## config.mk

```make
export PLATFORM = sky130hd
export DESIGN_NAME = pulse_stretcher
export DESIGN_NICKNAME = d
export VERILOG_FILES = /design/src/rtl/pulse_stretcher.sv
export SDC_FILE = /design/constraint.sdc
export NUM_CORES = 1
export LEC_CHECK = 0
export ABC_AREA = 1
export BUFFER_PORTS_ARGS = -buffer_cell sky130_fd_sc_hd__buf_2
export CAP_MARGIN = 20
export CORE_MARGIN = 3
export CORE_UTILIZATION = 25
export CTS_CLUSTER_SIZE = 14
export DETAILED_ROUTE_END_ITERATION = 10
export PLACE_DENSITY = 0.38
export REMOVE_ABC_BUFFERS = 1
export SLEW_MARGIN = 30
export SYNTH_ARGS = -nofsm -noshare
export SYNTH_HDL_FRONTEND = slang
export SYNTH_SLANG_ARGS = --single-unit
```

## constraint.sdc

```tcl
create_clock -name clk -period 1.72 [get_ports clk]
set_input_delay 0.086 -clock clk [delete_from_list [all_inputs] [get_ports clk]]
set_output_delay 0.086 -clock clk [all_outputs]
set_load 0.005 [all_outputs]
```

## src/rtl/pulse_stretcher.sv

```systemverilog
// Stretches single-cycle triggers into fixed-length high pulses separated by a
// forced low gap, queueing back-to-back triggers up to MAX_PENDING deep.
module pulse_stretcher #(
    parameter int WIDTH       = 8,
    parameter int GAP         = 2,
    parameter int RETRIGGER   = 0,
    parameter int MAX_PENDING = 3
) (
    input  logic                               clk,
    input  logic                               reset,
    input  logic                               trig_in,
    output logic                               sig_out,
    output logic                               busy,
    output logic                               overflow,
    output logic [$clog2(MAX_PENDING+1)-1:0]   pending
);

    localparam int PW    = $clog2(MAX_PENDING + 1);
    localparam int MAXWG = (WIDTH > GAP) ? WIDTH : GAP;
    localparam int CW    = $clog2(MAXWG + 1);

    typedef enum logic [1:0] {
        S_IDLE = 2'd0,
        S_HIGH = 2'd1,
        S_LOW  = 2'd2
    } state_t;

    state_t          r_state;
    logic [CW-1:0]   r_cnt;
    logic [PW-1:0]   r_pending;
    logic            r_sig;
    logic            r_busy;
    logic            r_overflow;

    state_t          w_state_nxt;
    logic [CW-1:0]   w_cnt_nxt;
    logic [PW-1:0]   w_pending_nxt;
    logic            w_consume;
    logic            w_drop;
    logic            w_last;
    logic            w_retrig;
    logic            w_enq;
    logic            w_full;
    logic            w_have;

    assign w_last   = (r_cnt == CW'(1));
    assign w_retrig = (RETRIGGER != 0) && (r_state == S_HIGH) && trig_in;
    assign w_enq    = trig_in && (r_state != S_IDLE) && !w_retrig;
    assign w_full   = (r_pending == PW'(MAX_PENDING));
    // The queue is updated before the end-of-phase decision, so a trigger in
    // the final cycle already counts as a waiting pulse.
    assign w_have   = (r_pending != {PW{1'b0}}) || w_enq;

    // Next-state and counter selection.
    always_comb begin
        w_state_nxt = r_state;
        w_cnt_nxt   = r_cnt;
        w_consume   = 1'b0;
        case (r_state)
            S_IDLE: begin
                if (trig_in) begin
                    w_state_nxt = S_HIGH;
                    w_cnt_nxt   = CW'(WIDTH);
                end else begin
                    w_cnt_nxt   = {CW{1'b0}};
                end
            end
            S_HIGH: begin
                if (w_retrig) begin
                    w_cnt_nxt = CW'(WIDTH);
                end else if (w_last) begin
                    if (!w_have) begin
                        w_state_nxt = S_IDLE;
                        w_cnt_nxt   = {CW{1'b0}};
                    end else if (GAP > 0) begin
                        w_state_nxt = S_LOW;
                        w_cnt_nxt   = CW'(GAP);
                    end else begin
                        w_cnt_nxt   = CW'(WIDTH);
                        w_consume   = 1'b1;
                    end
                end else begin
                    w_cnt_nxt = r_cnt - CW'(1);
                end
            end
            S_LOW: begin
                if (w_last) begin
                    if (w_have) begin
                        w_state_nxt = S_HIGH;
                        w_cnt_nxt   = CW'(WIDTH);
                        w_consume   = 1'b1;
                    end else begin
                        w_state_nxt = S_IDLE;
                        w_cnt_nxt   = {CW{1'b0}};
                    end
                end else begin
                    w_cnt_nxt = r_cnt - CW'(1);
                end
            end
            default: begin
                w_state_nxt = S_IDLE;
                w_cnt_nxt   = {CW{1'b0}};
            end
        endcase
    end

    // Queue bookkeeping; a consume in the same cycle absorbs the new trigger.
    always_comb begin
        w_pending_nxt = r_pending;
        w_drop        = 1'b0;
        if (w_enq && w_consume) begin
            w_pending_nxt = r_pending;
        end else if (w_consume) begin
            w_pending_nxt = r_pending - PW'(1);
        end else if (w_enq) begin
            if (w_full) begin
                w_drop = 1'b1;
            end else begin
                w_pending_nxt = r_pending + PW'(1);
            end
        end else begin
            w_pending_nxt = r_pending;
        end
    end

    // State, counter, queue and registered outputs.
    always_ff @(posedge clk) begin
        if (reset) begin
            r_state    <= S_IDLE;
            r_cnt      <= {CW{1'b0}};
            r_pending  <= {PW{1'b0}};
            r_sig      <= 1'b0;
            r_busy     <= 1'b0;
            r_overflow <= 1'b0;
        end else begin
            r_state    <= w_state_nxt;
            r_cnt      <= w_cnt_nxt;
            r_pending  <= w_pending_nxt;
            r_sig      <= (w_state_nxt == S_HIGH);
            r_busy     <= (w_state_nxt != S_IDLE) || (w_pending_nxt != {PW{1'b0}});
            r_overflow <= w_drop;
        end
    end

    assign sig_out  = r_sig;
    assign busy     = r_busy;
    assign overflow = r_overflow;
    assign pending  = r_pending;

endmodule

```

==> results of run 1 <==
-- report_power, final --
group / switching [mW] / internal, mW / leakage [nW]
logic: 0.0827 / 0.0548 / 0.267
clock network: 0.0891 / 0.0897 / 0.0150
registers: 0.0163 / 0.275 / 0.0905
-- layout make-up --
type,instances,area [sq um]
flip-flops and latches,11,220
fillers,298,1770
well taps,30,37.5
clock buffers,4,26.3
repair buffers,7,35.0
multi-input cells,60,380
inverters,14,52.6
-- synthesized netlist by cell type, drive strengths merged --
| library cell | number | share of area, % |
|---|---|---|
| nor3 | 3 | 2.2 |
| nor2 | 6 | 5.2 |
| inv | 14 | 7.8 |
| nand4 | 4 | 3.7 |
| or2 | 1 | 0.93 |
| nand2 | 21 | 12 |
| xnor2 | 1 | 1.3 |
| dfxtp | 11 | 33 |
| o21ai | 2 | 3.2 |
| buf | 2 | 2.8 |
| a21oi | 8 | 7.1 |
| ha | 6 | 11 |
| xor2 | 2 | 2.6 |
| nand3 | 6 | 7.1 |
-- sequential cells by signal, summed over array words and instances (netlist names) --
register,cells
r_cnt,4
pending,2
r_state,2
busy,1
overflow,1
sig_out,1
-- metrics by stage --
step           setup slack, ns  instance area (sq um)  hold slack (ns)  util, %
2_1_floorplan            0.410                    653            0.155        -
3_3_place_gp             0.221                    726            0.390     28.8
3_5_place_dp             0.231                    726            0.394     28.8
4_1_cts                  0.210                    752            0.103     29.8
5_1_grt                  0.103                    752            0.112     29.8
6_report                 0.257                    752            0.109     29.8
-- cell usage in the layout (no fill, tap or decap), types with 2 or more instances in the layout --
cell	instances
ha_1	6
inv_2	3
clkbuf_4	3
nand3_1	4
nor2_1	3
nand4_1	4
nor3_1	3
inv_1	11
dfxtp_1	11
xor2_1	2
a21oi_1	6
buf_2	7
a21oi_2	2
nand2_1	20
nor2_2	2
-- critical path, stage by stage, from the launching register on --
cell	delay [ns]
dfxtp_1	0.30
inv_1	0.09
ha_1	0.16
nand3_2	0.15
inv_1	0.17
nand3_4	0.13
nand2_1	0.08
nand2_1	0.05
nand2_1	0.05
nand2_1	0.06
nand2_1	0.08
nand2_1	0.05
-- how the worst max path moves through the flow --
stage,to,startpoint,cells after the start,slack (ns)
3_3_place_gp,pending[0],r_cnt[1],11,0.22
2_1_floorplan,busy,pending[0],10,0.41
3_5_place_dp,pending[0],r_cnt[1],11,0.23
4_1_cts,pending[0],r_cnt[1],11,0.21
5_1_grt,pending[0],r_cnt[1],11,0.10
6_report,busy,r_cnt[1],11,0.26
-- metal layers --
metal	track usage, %	vias to the layer above	share of wire [%]
met2	15.8	7	48
met4	1.99	0	0
met5	0	-	0
met1	11.1	226	48
met3	4.01	0	4.1
li1	-	291	-
-- logic make-up (layout without fill, tap and decap cells) --
kind of cell | Yosys count | in the layout
flops | 11 | 11
fa+ha+maj | 6 | 6
xor+xnor | 3 | 3
compound gates | 10 | 10
buf+inv | 16 | 25
simple gates | 41 | 41
==> results.toml, run 1 <==
[critical_path]
required_ns = 1.89
r2r_cells = 11
r2r_start = "r_cnt[1]"
cp_max_fo = 7
setup.worst_path.start_class = "flop"
r2r_setup_slack_ns = 0.26
r2r-end = "busy"
cp-end-kind = "flop"
worstSetupPathType = "flop to flop"
cp.arrival_ns = 1.63

[place]
dp.cells = 122
dp_hpwl_um = 1080
gp_congestion = 0.737
portBuffers = 7

[power_and_ir_drop]
fin_total_pwr_uw = 608
p_per_area_nw_per_um2 = 808
ir_drop_v = 0.000445
leakage_nw = 0.372

[worst_hold_path]
min_path_type = "input pin to flop"
hold_start = "reset"
hold_path_end = "r_state[1]"
hold_depth = 2

[sta]
final-hold-violation-count = 0
tns_ns = 0
worstMarginPinSlew_ns = 0.349
relSlewSlack_pct = 76.7
fmax_mhz = 683
fin_crit_ns = 1.46
maxSlewViolCount = 0
post-route-period-util_pct = 85.1
rsz0062_at_grt = "false"
setup_viol = 0
fin_skew_ns = 0.00174

[run]
cap_violations = 0

[global_route]
grt_max_degree = 10
antenna_found_initial = 0
grt_pass1_wl_um = 2370
overflow = 0
grt_usage_pct = 9.39
grt_pass1_vias = 534

[synthesis]
yosys.area_share.xor_xnor_pct = 3.91
syn_inst = 87
synthesis.area_sq_um = 672
synth-simple-area-share_pct = 31.3
ys_types = 23
synth_top_family_by_area = "simple AND/OR/NAND/NOR gates"
ys_seq_area_share_pct = 32.8
ys_seq_elements = 11
avgSynthCellArea_sq_um = 7.72
synth-compound-area-share_pct = 10.2
yosys.area_share.adder_pct = 11.2
yosys_warnings = 0
muxShareOfSynthArea_pct = 0

[floorplan]
num_io_pins = 8
die_w_um = 57.8
die-height_um = 57.8
die_area_sq_um = 3350
core_region_area_sq_um = 2520
initial_core_util_pct = 26.6
num_rows = 18

[detailed_routing]
wire_per_inst_um = 10.7
drt-pass1-iter-count = 4
viasPerCell = 4.16
dr_total_vias = 524
drt-initial-drc-count = 7
drtAntennaViolNets = 0
drcViolationCount = 0
wirelength_um = 1350

[clock_tree]
insertion_delay_ns = 0.27
clock_path_buffers = 2
clock_sinks = 11
htree_levels = 1
ctsHoldBuffers = 0
cts_tree = "yes"
post_cts_buffers = 0
numCtsBuffers = 3
clk_transition_reported_paths_ns = 0.07
root_buffer = "clkbuf_4"
cts-resized-gates = 0

[final_layout]
final_net_count = 106
layout-drive-gt1-share_pct = 22.9
antennaDiodeCount = 0
syn2layout_area_growth_pct = 11.9
final-instance-count-excl-fill = 126

[run_status]
outcome = "finished, final reports clean"
(Power assumes the default switching activity.)
==> run 2, diff against run 1 <==
Settings changed: ABC_AREA 1 to not set, HOLD_SLACK_MARGIN set to 0.08.
Clock period 1.72 ns to 1.7 ns, I/O delays scaled along.
==> results.toml, run 2 <==
[floorplan]
die_w_um = 58.5
die-height_um = 58.5
core_region_area_sq_um = 2540
initial_core_util_pct = 27.0
num_rows = 18
die_area_sq_um = 3420
num_io_pins = 8

[synthesis]
ys_seq_elements = 11
synth_most_common_cell = "dfxtp_1"
synth.largest_area_cell = "dfxtp_1"
synth-simple-area-share_pct = 25.8
yosys_warnings = 0
avgSynthCellArea_sq_um = 8.94
yosys.area_share.adder_pct = 10.9
synth_top_family_by_area = "simple AND/OR/NAND/NOR gates"
ys_seq_area_share_pct = 32.0
synthesis.area_sq_um = 688
ys_types = 32
yosys.area_share.xor_xnor_pct = 2.55
async_flop_share_pct = 0
synthTopCellsByCount = "dfxtp_1, nor2_1, a21oi_1, ha_1, inv_1"
syn_inst = 77
synth-compound-area-share_pct = 16.4
synth.top_cell.area_share_pct = 32.0
synth_edf_count = 0
yosys-top-cells-area = "dfxtp_1, ha_1, buf_6"
synthFlopType = "dfxtp_1"
muxShareOfSynthArea_pct = 3.09

[sta]
relSlewSlack_pct = 70.4
post-route-period-util_pct = 102
layout_setup_ws_ns = -0.0327
fin_crit_ns = 1.73
worstMarginPinSlew_ns = 0.440
fin_skew_ns = 0.000472
rsz0062_at_grt = "true"
tns_ns = -0.0446
hold_ws_ns = 0.130
fmax_mhz = 577
final-hold-violation-count = 0
setup_viol = 2
maxSlewViolCount = 0

[clock_tree]
root_buffer = "clkbuf_4"
clock_path_buffers = 2
ctsHoldBuffers = 0
numCtsBuffers = 3
clock_sinks = 11
insertion_delay_ns = 0.27
cts_tree = "yes"
clk_transition_reported_paths_ns = 0.07
htree_levels = 1

[place]
dp_hpwl_um = 1250
gp_congestion = 0.759
portBuffers = 7
dp.cells = 123

[global_route]
overflow = 0
grt_max_degree = 15
antenna_found_initial = 0
grt_pass1_wl_um = 2690
grt_usage_pct = 10.7
grt_pass1_vias = 595

[run]
cap_violations = 0

[critical_path]
required_ns = 1.91
cp.arrival_ns = 1.95
cp-end-kind = "flop"
cp_max_fo = 2
setup.worst_path.start_class = "flop"
worstSetupPathType = "flop to flop"

[detailed_routing]
wire_per_inst_um = 13.1
wirelength_um = 1710
drt-pass1-iter-count = 4
drcViolationCount = 0
dr_total_vias = 639
drt-initial-drc-count = 22
viasPerCell = 4.88
drtAntennaViolNets = 0

[final_layout]
layout-drive-gt1-share_pct = 41.6
syn2layout_area_growth_pct = 32.5
final_common_cell = "buf_4"
fill_cells = 266
final_util_pct = 35.8
top_register = "r_cnt"
final-instance-count-excl-fill = 131
final_net_count = 111
antennaDiodeCount = 0
largest_reg_flops = 4
layout_common_cells = "buf_4, dfxtp_1, nor2_1, buf_2, a21oi_1"

[power_and_ir_drop]
combPwrFrac_pct = 32.0
seq_power_share_pct = 42.6
internal_power_uw = 495
switchingPower_uw = 225
clkPwrFrac_pct = 25.4
leakage_nw = 0.405
switching_share_pct = 31.2
p_per_area_nw_per_um2 = 789
ir_drop_v = 0.000435

[run_status]
outcome = "finished, violations left"
violations = "negative setup slack"

[worst_hold_path]
min_path_type = "input pin to flop"
run 2: final cells by class:
type | count | area, sq um | area share (%)
Multi-Input combinational cell | 56 | 439 | 48.1
Sequential cell | 11 | 224 | 24.6
Timing Repair Buffer | 24 | 163 | 17.8
Tap cell | 30 | 37.5 | 4.12
Clock buffer | 4 | 26.3 | 2.88
Inverter | 6 | 22.5 | 2.47
run 2: per-layer routing:
metal | part of all wire [%] | track usage, %
met1 | 54 | 14.2
met2 | 43 | 16.3
met3 | 2.2 | 1.32
met4 | 1.3 | 6.95
met5 | 0 | 0
run 2: per-stage QoR:
stage / power (mW) / worst slack, ns / cell area (sq um)
global placement: 0.515 / -0.0290 / 817
CTS: 0.723 / -0.0309 / 891
global route: 0.770 / -0.0842 / 912
finish: 0.720 / -0.0327 / 912
floorplan: 0.421 / -0.162 / 647
detailed placement: 0.511 / -0.0595 / 817
run 2: kinds of logic (layout without fill, tap and decap cells):
group           Yosys count  after routing
fa+ha+maj                 6              6
buf+inv                  10             34
xor+xnor                  2              2
flops                    11             11
compound gates           17             17
mux                       2              2
simple gates             29             29
run 2: final timing paths:
check	endpoint	slack, ns	start	cells past startpoint
setup / recovery	busy	-0.03	pending[1]	6
hold / removal	r_cnt[1]	0.13	reset	2
setup reg to reg	busy	-0.03	pending[1]	6
hold reg to reg	r_cnt[0]	0.61	r_cnt[0]	2
run 2: what timing repair did:
action,in CTS,in global routing
setup buffers,2,2
setup endpoints to repair,2,2
pin swaps,2,1
gates resized for setup,11,1
run 2: critical path: stages, from the launching register on:
cell     delay (ns)
dfxtp_2        0.35
inv_2          0.05
ha_4           0.15
or4b_1         0.45
mux2_4         0.28
a221o_1        0.32
nand4_1        0.07
run 2: power by group through the flow:
stage                     logic (mW)  clock network [mW]  registers [mW]
after floorplan                0.107                   0           0.315
after global placement         0.208                   0           0.307
after detailed placement       0.203                   0           0.307
after global routing           0.255               0.205           0.309
after CTS                      0.221               0.198           0.305
final                          0.230               0.183           0.306
==> run 3, diff against run 2 <==
Settings changed: SETUP_SLACK_MARGIN set to 0.4.
==> results.toml, run 3 (synthesized netlist as in run 2, its figures left out) <==
[final_layout]
final_common_cell = "buf_4"
fill_cells = 250
final_net_count = 111
top_register = "r_cnt"
seq_area_sq_um = 225
antennaDiodeCount = 0
stdcell_area_sq_um = 1020
layout-drive-gt1-share_pct = 55.4
final-instance-count-excl-fill = 131
syn2layout_area_growth_pct = 48.2
layout_common_cells = "buf_4, dfxtp_1, buf_2"
largest_reg_flops = 4
multi_input_area_sq_um = 534
final_util_pct = 40.1

[sta]
rsz0062_at_grt = "true"
hold_ws_ns = 0.131
setup_viol = 1
fin_skew_ns = 0.00190
worstMarginPinSlew_ns = 0.429
maxSlewViolCount = 0
final-hold-violation-count = 0
post-route-period-util_pct = 101
layout_setup_ws_ns = -0.0167
tns_ns = -0.0167
fmax_mhz = 582
relSlewSlack_pct = 71.2
fin_crit_ns = 1.72

[clock_tree]
numCtsBuffers = 3
ctsHoldBuffers = 0
clock_sinks = 11
htree_levels = 1
clk_transition_reported_paths_ns = 0.07
root_buffer = "clkbuf_4"
cts_tree = "yes"
clock_path_buffers = 2
insertion_delay_ns = 0.27

[global_route]
overflow = 0
grt_pass1_wl_um = 2840
grt_max_degree = 15
antenna_found_initial = 0
grt_usage_pct = 11.4
grt_pass1_vias = 612

[detailed_routing]
drcViolationCount = 0
drt-initial-drc-count = 5
wirelength_um = 1800
dr_total_vias = 651
drt-pass1-iter-count = 4
viasPerCell = 4.97
drtAntennaViolNets = 0
wire_per_inst_um = 13.7

[run]
cap_violations = 0

[critical_path]
cp_max_fo = 2
critPathMaxStageDelay_ns = 0.45
cp-end-kind = "flop"
path_cells = "inv_2 > ha_4 > or4b_1 > mux2_4 > a221o_1 > nand4_1"
setup.worst_path.start_class = "flop"
critPathSlowestCell = "or4b_1"
r2r_setup_slack_ns = -0.02
r2r-end = "busy"
r2r_start = "pending[1]"
r2r_cells = 6
cp.arrival_ns = 1.93
worstSetupPathType = "flop to flop"
required_ns = 1.92

[power_and_ir_drop]
p_per_area_nw_per_um2 = 765
leakage_nw = 0.417
ir_drop_v = 0.000441

[place]
gp_congestion = 0.759
dp_hpwl_um = 1250
portBuffers = 7
dp.cells = 123
placed_cell_area_sq_um = 817

[worst_hold_path]
hold_depth = 2
hold_path_end = "r_cnt[1]"
hold_start = "reset"
min_path_type = "input pin to flop"

[run_status]
violations = "negative setup slack"
outcome = "finished, violations left"

[floorplan]
die_w_um = 58.5
initial_core_util_pct = 27.0
num_io_pins = 8
die_area_sq_um = 3420
die-height_um = 58.5
core_region_area_sq_um = 2540
num_rows = 18
==> run 3: cell types whose count changed in the layout (fill, tap and decap cells not counted), moves of 2 or more <==
cell     previous run  this run
a21oi_1             6         3
a21oi_2             0         3
buf_4              17        14
buf_6               0         3
nor2_1              7         5
nor2_4              0         2
nor3_1              3         1
nor4b_4             0         2
o21ai_0             4         2
o21ai_2             0         2
==> run 3: timing repair <==
action / in CTS / in global routing
buffers inserted: 3 / 1
endpoints found under the setup margin: 11 / 10
hold endpoints to repair: 0 / 0
cloned: 0 / 0
pin swaps: 6 / 3
gates resized for setup: 27 / 10
==> run 3: stage by stage <==
stage                     power [mW]  worst slack [ns]
after floorplan                0.421            -0.162
after global placement         0.515           -0.0290
after detailed placement       0.511           -0.0595
after CTS                      0.758           -0.0309
after global routing           0.834           -0.0932
final                          0.780           -0.0167
==> run 3: worst max-delay path, delay by kind of cell (launching register included) <==
family                   cells  cell delay [ns]
AO/OA/AOI/OAI                1             0.32
adder cells (fa/ha/maj)      1             0.15
buffers and inverters        1             0.05
flip-flops                   1             0.34
multiplexers                 1             0.28
AND/OR/NAND/NOR              2             0.52
==> run 3: area by class of cell <==
class	count	share of cell area (%)
sequential	11	22.1
tap	30	3.68
timing repair buffer	24	17.1
multi-input combinational	56	52.4
inverter	6	2.21
clock buffer	4	2.58
==> run 3: per-layer routing <==
layer / track usage (%) / wire, um / up-vias
met4: 6.95 / 44 / 0
met1: 14.9 / 878 / 307
met3: 1.32 / 42 / 5
met2: 17.9 / 830 / 13
met5: 0 / 0 / -
li1: - / - / 326
==> run 3: worst max-delay path by stage <==
stage	start	end	cells after the start
floorplan	pending[0]	busy	6
global placement	pending[1]	busy	6
detailed placement	pending[0]	busy	6
CTS	pending[1]	busy	6
global route	pending[1]	busy	6
finish	pending[1]	busy	6
==> run 3: where the power goes <==
group	leakage (nW)	total (mW)	switching (mW)	internal, mW
sequential	0.0923	0.311	0.0266	0.285
combinational	0.310	0.282	0.138	0.144
clock	0.0150	0.187	0.0957	0.0910
total	0.417	0.780	0.260	0.520
